**src/rtl/user_irq_pkg.sv**
```systemverilog
// user_irq_pkg: shared definitions for the user interrupt router.
//   reg_addr_e  - register select on the configuration port
//   FAST_BASE   - first source index routed to the fast-irq fan-out
//   ext_base()  - first external source index for a given fast count
//   ext_mask()  - 32-bit mask of the sources that take part in claim/complete
package user_irq_pkg;

  typedef enum logic [1:0] {
    REG_EN    = 2'd0,
    REG_MODE  = 2'd1,
    REG_PEND  = 2'd2,
    REG_CLAIM = 2'd3
  } reg_addr_e;

  localparam int FAST_BASE = 2;

  function automatic int ext_base(input int num_fast);
    return num_fast + FAST_BASE;
  endfunction

  // Sources at or above ext_base() and below num_src are external.
  function automatic logic [31:0] ext_mask(input int num_src, input int num_fast);
    logic [31:0] m;
    m = '0;
    for (int i = 0; i < 32; i++) begin
      if (i >= ext_base(num_fast) && i < num_src) m[i] = 1'b1;
    end
    return m;
  endfunction

endpackage

```
**src/rtl/user_irq_prio_enc.sv**
```systemverilog
// user_irq_prio_enc: lowest-index-first priority encoder.
//   req   - request vector
//   valid - at least one request bit is set
//   id    - index of the lowest set request bit (0 when none)
module user_irq_prio_enc #(
  parameter int NUM_SRC = 32,
  parameter int ID_W    = $clog2(NUM_SRC)
) (
  input  logic [NUM_SRC-1:0] req,
  output logic               valid,
  output logic [ID_W-1:0]    id
);

  // Scanning from the top down lets the lowest set index overwrite last.
  always_comb begin
    valid = 1'b0;
    id    = '0;
    for (int i = NUM_SRC - 1; i >= 0; i--) begin
      if (req[i]) begin
        valid = 1'b1;
        id    = ID_W'(i);
      end
    end
  end

endmodule

```
**src/rtl/user_irq_router.sv**
```systemverilog
// user_irq_router: routes SoC irq sources onto a user core's interrupt pins.
// Per-source enable, edge/level mode, pending latch, fast-irq fan-out, and a
// claim/complete handshake with in-service gating for external sources.
//
// Ports:
//   clk_i, rst_i        - clock, synchronous active-high reset
//   irq_i               - raw sources, synchronous to clk_i
//   cfg_we_i/cfg_re_i   - register write / read strobes
//   cfg_addr_i          - 0 EN, 1 MODE, 2 PEND (W1C), 3 CLAIM (read=claim, write=complete)
//   cfg_wdata_i         - write data
//   cfg_rdata_o         - read data
//   cfg_rvalid_o        - read data valid
//   irq_timer_o         - source 0
//   irq_software_o      - source 1
//   irq_fast_o          - bit k from source k+2
//   irq_external_o      - any claimable external source
//
// Register port handshake: there is no back-pressure. A read strobe accepted
// at an edge is always answered at the next edge with cfg_rvalid_o=1 for one
// cycle and cfg_rdata_o holding the value; cfg_rdata_o is 0 whenever
// cfg_rvalid_o is 0. Writes take effect at the edge where cfg_we_i is high;
// a simultaneous read returns the pre-write value. Reset drops any read.
module user_irq_router
  import user_irq_pkg::*;
#(
  parameter int NUM_SRC  = 32,
  parameter int NUM_FAST = 15,
  parameter int ID_W     = $clog2(NUM_SRC)
) (
  input  logic               clk_i,
  input  logic               rst_i,
  input  logic [NUM_SRC-1:0] irq_i,
  input  logic               cfg_we_i,
  input  logic               cfg_re_i,
  input  logic [1:0]         cfg_addr_i,
  input  logic [31:0]        cfg_wdata_i,
  output logic [31:0]        cfg_rdata_o,
  output logic               cfg_rvalid_o,
  output logic               irq_timer_o,
  output logic               irq_software_o,
  output logic [14:0]        irq_fast_o,
  output logic               irq_external_o
);

  localparam logic [31:0]        EXT_MASK32 = ext_mask(NUM_SRC, NUM_FAST);
  localparam logic [NUM_SRC-1:0] EXT_MASK   = EXT_MASK32[NUM_SRC-1:0];

  logic [NUM_SRC-1:0] en, mode, pend, insv, prev;

  reg_addr_e          addr;
  logic               cpl_hit, claim_hit;
  logic [ID_W-1:0]    cpl_id;
  logic [NUM_SRC-1:0] cpl_vec, claim_vec, insv_after_cpl, claim_req;
  logic [NUM_SRC-1:0] set_vec, clr_vec, w1c_vec, pend_next, insv_next;
  logic               claim_valid;
  logic [ID_W-1:0]    claim_id;
  logic [31:0]        rd_val;

  assign addr      = reg_addr_e'(cfg_addr_i);
  assign cpl_hit   = cfg_we_i && (addr == REG_CLAIM);
  assign claim_hit = cfg_re_i && (addr == REG_CLAIM);
  assign cpl_id    = cfg_wdata_i[ID_W-1:0];

  // Complete is resolved before claim so the completed source can be
  // re-claimed in the same cycle. Non-external IDs never match a mask bit.
  always_comb begin
    cpl_vec = '0;
    for (int i = 0; i < NUM_SRC; i++) begin
      cpl_vec[i] = cpl_hit && EXT_MASK[i] && (cpl_id == ID_W'(i));
    end
  end

  assign insv_after_cpl = insv & ~cpl_vec;
  assign claim_req      = pend & en & ~insv_after_cpl & EXT_MASK;

  user_irq_prio_enc #(
    .NUM_SRC (NUM_SRC),
    .ID_W    (ID_W)
  ) u_prio_enc (
    .req   (claim_req),
    .valid (claim_valid),
    .id    (claim_id)
  );

  always_comb begin
    claim_vec = '0;
    for (int i = 0; i < NUM_SRC; i++) begin
      claim_vec[i] = claim_hit && claim_valid && (claim_id == ID_W'(i));
    end
  end

  assign insv_next = insv_after_cpl | claim_vec;

  // Pending: set beats every clear. Level sources self-clear only when the
  // input is low and the source is not in service, so an in-service level
  // source stays pending until its complete. W1C on a still-high level
  // source is overridden by the set term.
  assign w1c_vec   = (cfg_we_i && (addr == REG_PEND)) ? cfg_wdata_i[NUM_SRC-1:0] : '0;
  assign set_vec   = (mode & irq_i & ~prev) | (~mode & irq_i);
  assign clr_vec   = (~mode & ~irq_i & ~insv) | w1c_vec | claim_vec;
  assign pend_next = set_vec | (pend & ~clr_vec);

  always_comb begin
    rd_val = '0;
    case (addr)
      REG_EN:    rd_val[NUM_SRC-1:0] = en;
      REG_MODE:  rd_val[NUM_SRC-1:0] = mode;
      REG_PEND:  rd_val[NUM_SRC-1:0] = pend;
      REG_CLAIM: if (claim_valid) rd_val[ID_W-1:0] = claim_id;
      default:   rd_val = '0;
    endcase
  end

  always_ff @(posedge clk_i) begin
    if (rst_i) begin
      en           <= '0;
      mode         <= '0;
      pend         <= '0;
      insv         <= '0;
      prev         <= '0;
      cfg_rvalid_o <= 1'b0;
      cfg_rdata_o  <= '0;
    end else begin
      prev         <= irq_i;
      pend         <= pend_next;
      insv         <= insv_next;
      if (cfg_we_i && (addr == REG_EN))   en   <= cfg_wdata_i[NUM_SRC-1:0];
      if (cfg_we_i && (addr == REG_MODE)) mode <= cfg_wdata_i[NUM_SRC-1:0];
      cfg_rvalid_o <= cfg_re_i;
      cfg_rdata_o  <= cfg_re_i ? rd_val : '0;
    end
  end

  assign irq_timer_o    = pend[0] & en[0];
  assign irq_software_o = pend[1] & en[1];
  assign irq_external_o = |(pend & en & ~insv & EXT_MASK);

  for (genvar k = 0; k < 15; k++) begin : g_fast
    if (k < NUM_FAST) begin : g_on
      assign irq_fast_o[k] = pend[k+FAST_BASE] & en[k+FAST_BASE];
    end else begin : g_off
      assign irq_fast_o[k] = 1'b0;
    end
  end

endmodule

```
**config.mk**
```make
export PLATFORM = sky130hd
export DESIGN_NAME = user_irq_router
export DESIGN_NICKNAME = d
export VERILOG_FILES = /design/src/rtl/user_irq_pkg.sv /design/src/rtl/user_irq_prio_enc.sv /design/src/rtl/user_irq_router.sv
export SDC_FILE = /design/constraint.sdc
export NUM_CORES = 1
export LEC_CHECK = 0
export CAP_MARGIN = 20
export CORE_MARGIN = 1
export CORE_UTILIZATION = 48
export DETAILED_ROUTE_END_ITERATION = 10
export MAX_ROUTING_LAYER = met4
export PLACE_DENSITY = 0.72
export SYNTH_ARGS = -nofsm -noshare
export SYNTH_HDL_FRONTEND = slang
export SYNTH_SLANG_ARGS = --single-unit
```
**constraint.sdc**
```tcl
create_clock -name clk_i -period 4.05 [get_ports clk_i]
set_input_delay 0.81 -clock clk_i [delete_from_list [all_inputs] [get_ports clk_i]]
set_output_delay 0.81 -clock clk_i [all_outputs]
set_load 0.01 [all_outputs]
```
-- Yosys cells after proc, flatten, opt, wreduce, memory -nomap -nowiden
Index checks and enable logic that the tools add are counted.
- shifts and indexed selects: 0
- reduce and logical (&&, ||, !) cells: 57
- muxes and demuxes: 34
- order comparisons: 0
- multipliers: 0
- equality and inequality tests: 49
- $add $sub $neg: 0
- divide/modulo/power cells: 0
- bitwise operators: 40
- operators with widths (operator ; number):
    32-bit bitwise AND ; 10
    32-bit inverter ; 7
    32-bit OR ; 5
    5-bit equality test (second input constant) ; 31
    27-bit one-hot mux with 3 select lines ; 1
    5-bit 2-to-1 mux ; 16
    1-bit logical AND ; 53
    5-bit by 4-bit equality test with 1-bit output (second input constant) ; 8
    32-bit 2-to-1 mux ; 1
    5-bit by 3-bit equality test with 1-bit output (second input constant) ; 4
    5-bit one-hot mux with 4 select lines ; 1
    1-bit bitwise AND ; 17
    1-bit 2-to-1 mux ; 15
    15-bit OR reduction ; 1
    5-bit by 2-bit equality test with 1-bit output (second input constant) ; 2
    5-bit by 1-bit equality test with 1-bit output (second input constant) ; 1
    5-bit zero test ; 1
    2-bit equality test (second input constant) ; 2
    2-bit by 1-bit equality test with 1-bit output (second input constant) ; 1
    2-bit zero test ; 1
    2-bit OR reduction ; 1
    1-bit inverter ; 1
- memories: 0
- word-level logic and storage cells: 187
- bits in read-only memories: 0
- latch bits: 0
- bits in writable memories: 0
- bits in registers: 193
- output and inout bits: 51

-- Logic depth before layout (Yosys ltp)
- depth in word-level cells: 28
- depth in mapped cells: 10
- depth with buffers taken out: 7

-- Hierarchy
Synthesis repeated with hierarchy kept, for this count alone.
- cell total of the unflattened synthesis: 1010
- area total of the unflattened synthesis: 8059.0 µm²
- modules (own cells, without submodules) (module ; cells each ; area an instance (µm²) ; instances):
    user_irq_router ; 945 ; 7688.6 ; 1
    user_irq_prio_enc ; 65 ; 370.4 ; 1

-- Least setup slack after synthesis
No wires, ideal clock.
- path type: input to register
- start: input port cfg_addr_i[1]
- end: register cfg_rdata_o[3]
- cell stages on the path: 9
- required time: 3.935 ns
- buffers on the path: 2
- data arrival time: 2.853 ns
- path slack: 1.082 ns
- cell sequence: buf_2 -> nand4_4 -> buf_6 -> o41ai_1 -> a32oi_1 -> and4_1 -> a21boi_0 -> mux4_2 -> and2_1
- longest elaborated chain between the ends: 24
- elaborated cells on any way between the ends: 56
- those cells by class: eq/ne (3); mux (32); bitwise (4); reduce/logical (17)
- ends and longest elaborated chain (element ; RTL line ; RTL):
    from (decl) ; user_irq_router.sv:35 ; input logic [1:0] cfg_addr_i,
    2-bit equality test ; user_irq_router.sv:60, user_irq_router.sv:105 ;
    1-bit logical AND ; user_irq_router.sv:60 ; assign cpl_hit = cfg_we_i && (addr == REG_CLAIM);
    1-bit logical AND ; user_irq_router.sv:69 ; cpl_vec[i] = cpl_hit && EXT_MASK[i] && (cpl_id == ID_W'(i));
    32-bit inverter ; user_irq_router.sv:73 ; assign insv_after_cpl = insv & ~cpl_vec;
    32-bit bitwise AND ; user_irq_router.sv:73 ;
    32-bit inverter ; user_irq_router.sv:74 ; assign claim_req = pend & en & ~insv_after_cpl & EXT_MASK;
    32-bit bitwise AND ; user_irq_router.sv:74 ;
    5-bit 2-to-1 mux / 1-bit 2-to-1 mux (equally long branches) (15 in series) ; user_irq_prio_enc.sv:19 ; if (req[i]) begin
    5-bit 2-to-1 mux ; user_irq_router.sv:109 ; REG_CLAIM: if (claim_valid) rd_val[ID_W-1:0] = claim_id;
    5-bit one-hot mux with 4 select lines (*) ; user_irq_router.sv:105 ; case (addr)
    to (signal assigned) ; user_irq_router.sv:130 ; cfg_rdata_o <= cfg_re_i ? rd_val : '0;
    to (decl) ; user_irq_router.sv:37 ; output logic [31:0] cfg_rdata_o,
Mark *: on every way between the ends. The rest lies on a longest branch, timed or not.
A chain may end at the register's enable or synchronous reset.

-- Worst setup path in the final report
- start: input port cfg_we_i
- end: register cfg_rdata_o[3]
- longest elaborated chain between the ends: 23
- elaborated cells on any way between the ends: 52
- those cells by class: mux (32); bitwise (4); reduce/logical (16)
- ends and longest elaborated chain (element ; RTL line ; RTL):
    from (decl) ; user_irq_router.sv:33 ; input logic cfg_we_i,
    1-bit logical AND (*) ; user_irq_router.sv:60 ;
    1-bit logical AND ; user_irq_router.sv:69 ;
    32-bit inverter (*) ; user_irq_router.sv:73 ;
    32-bit bitwise AND (*) ; user_irq_router.sv:73 ;
    32-bit inverter (*) ; user_irq_router.sv:74 ;
    32-bit bitwise AND (*) ; user_irq_router.sv:74 ;
    5-bit 2-to-1 mux / 1-bit 2-to-1 mux (equally long branches) (15 in series) ; user_irq_prio_enc.sv:19 ;
    5-bit 2-to-1 mux (*) ; user_irq_router.sv:109 ;
    5-bit one-hot mux with 4 select lines (*) ; user_irq_router.sv:105 ;
Marks and branches as above.

==> metrics.cfg <==
[run_status]
status=complete, no violations

[floorplan]
fp.dieH_um=130
rows=46
die_area_sq_um=16900
initial_core_util_pct=49.3
core_sq_um=15900
io_pins=121
fp.dieW_um=130

[worst_setup_path]
worstSetupPathType=input pin to register
path_cells=clkdlybuf4s50_1 > nand4_4 > o41ai_1 > a32oi_1 > and4_1 > a21boi_0 > mux4_2 > and2_1
slowest_stage=o41ai_1
end_kind=register
reg2reg_depth=7
worst-path-max-fanout=16
r2r-start=insv[24]$_SDFF_PP0_
arrival_ns=3.76
crit_required_ns=4.38
regToRegSetupSlack_ns=1.55
r2r_end=pend[30]$_SDFF_PP0_
start_kind=input pin
cpPeakStageDelay_ns=0.66

[hold_path]
hold_path_depth=2
hold_class=register to register
hold_path.startpoint=en[13]$_SDFFE_PP0P_
hold-path-endpoint=en[13]$_SDFFE_PP0P_

[clock_network]
cts_buffers=17
post_cts_resized=0
cts_tree=built
root_buffer=clkbuf_16
clockBufferDepth=2
ctsHoldBuffers=0
htreeDepth=4
clk_pin_slew_ns=0.07
post-cts-setup-buffer-count=0
clkLatencyLatePin_ns=0.44
cts.sinks=193

[placed_design]
hpwlAfterDp_mm=14.9
place.port_buffers=120
placed_cell_area_sq_um=9240
pre_cts_slack_ns=0.222
gp_congestion=0.890

[logic_synthesis]
avgSynthCellArea_sq_um=8.26
synth_top_area_cell=dfxtp_1
ys_warn_count=0
syn_nets=1021
synth_area_sq_um=7850
ys.flop_type=dfxtp_1
synth_top_area_share_pct=49.2
synth_cell_types=52
synth-edff-count=0
synth_top_cells_by_area=dfxtp_1 49%, nand2_1 11%, a21oi_1 8.7%
netlist_instances=951
yosysSeqAreaShare_pct=49.2
ys_ff_latch=193
ys_async_sr_fraction_pct=0

[route]
route.detailed.drc=0
wl_per_cell_um=17.9
routed_wl_mm=23.0
firstDrtPassIters=5
postRouteAntennaNets=0
drtIter0Drc=579
drt-vias-per-instance=5.64
vias=7216

[power_and_ir_drop]
powerDensity_nw_per_um2=417
ir_drop_v=0.000336
total_power_mw=4.10
p_leak_nw=3.60

[grt]
track_usage_pct=28.9
grt_max_degree=132
antenna_found_initial=0
grt_pass1_vias=6681
grt_overflow=0
grt_first_pass_wirelength_mm=36.1

[timing]
timing.slew.headroom_pct=45.1
rsz0062_at_grt=no
finalCritPeriodShare_pct=84.6
fin_ws_ns=0.625
slew_viol_final=0
skew_ns=0.00878
layout_min_cycle_time_ns=3.42
max_freq_ghz=0.292
finalHoldViolCount=0
worst_pin_slew_ns=0.824
setup_tns_ns=0
finalSetupViolCount=0

[final_layout]
synthToLayoutAreaGrowth_pct=25.3
mostFrequentLayoutCell=nand2_1
nets=1121
drive_above_1_share_pct=6.20
insertedDiodeCount=0
final_cell_area_sq_um=9840
layout_common_cells=237 x nand2_1, 193 x dfxtp_1, 136 x a21oi_1

[job]
cap_violations=0

## registers in the layout (all words and copies together) (netlist names)
register,cells
cfg_rdata_o,32
en,32
insv,32
mode,32
pend,32
prev,32
cfg_rvalid_o,1
## kinds of logic after synthesis
group	Yosys count	share of synthesized area, %
AO/OA/AOI/OAI	246	19.7
AND/OR/NAND/NOR	416	23.8
multiplexers	29	3.87
buffers and inverters	67	3.44
flip-flops	193	49.2
## critical path, delay by kind of cell
kind | cells | cell delay [ns]
multiplexers | 1 | 0.49
AO/OA/AOI/OAI | 3 | 1.09
buffers and inverters | 1 | 0.60
AND/OR/NAND/NOR | 3 | 0.75
## layer usage
layer  global-route usage (%)  part of all wire [%]  vias to the layer above
met5                        -                     0                        -
met4                     9.51                   1.6                        0
met3                     4.67                   6.6                       30
met2                     43.7                    45                      277
met1                     39.3                    47                     3409
li1                         -                     -                     3500
## metrics by stage
step           hold WS (ns)  cells  util, %
5_1_grt               0.484   1280     61.7
2_1_floorplan         0.434    951        -
3_5_place_dp          0.456   1248     58.0
6_report              0.467   1280     61.7
4_1_cts               0.467   1280     61.7
3_3_place_gp          0.447   1248     58.0
## cell usage after synthesis (2+ instances only)
cell	count
o31ai_1	8
mux2i_1	27
a31oi_1	15
buf_1	8
a32o_1	2
clkbuf_1	44
and2_1	26
nor2_1	60
a32oi_1	3
nand2_1	237
nor2b_1	57
o2111ai_1	17
nor3_1	7
nand3_1	10
dfxtp_1	193
o41ai_1	5
or3_1	3
a211oi_1	3
a22o_1	6
inv_1	7
buf_2	6
o22ai_1	17
a21oi_1	136
a2bb2oi_1	3
nor4_1	4
nand2b_1	3
o221ai_1	2
o311ai_0	16
a31o_2	2
o21ai_0	2
## where the power goes
group	leakage [nW]	switching, mW	total [mW]	internal [mW]
clock network	0.289	0.784	1.71	0.928
logic	1.74	0.217	0.381	0.164
registers	1.58	0.0458	2.01	1.96
## worst max-delay path by stage
stage             startpoint                         to  slack (ns)  cells after the start
6_report            cfg_we_i  cfg_rdata_o[3]$_SDFF_PP0_        0.63                      8
5_1_grt             cfg_we_i  cfg_rdata_o[3]$_SDFF_PP0_        0.49                      8
4_1_cts             cfg_we_i  cfg_rdata_o[3]$_SDFF_PP0_        0.68                      8
3_5_place_dp        cfg_we_i  cfg_rdata_o[3]$_SDFF_PP0_        0.22                      8
3_3_place_gp        cfg_we_i  cfg_rdata_o[3]$_SDFF_PP0_        0.31                      8
2_1_floorplan  cfg_addr_i[1]  cfg_rdata_o[3]$_SDFF_PP0_        1.08                      9
## final cells by class
type | instances | area, sq um
timing repair buffer | 141 | 1360
clock inverter | 15 | 169
fill | 1404 | 6100
clock buffer | 17 | 425
sequential | 193 | 3860
inverter | 7 | 26.3
tap | 216 | 270
multi-input combinational | 691 | 3720
(Power assumes the default switching activity.)
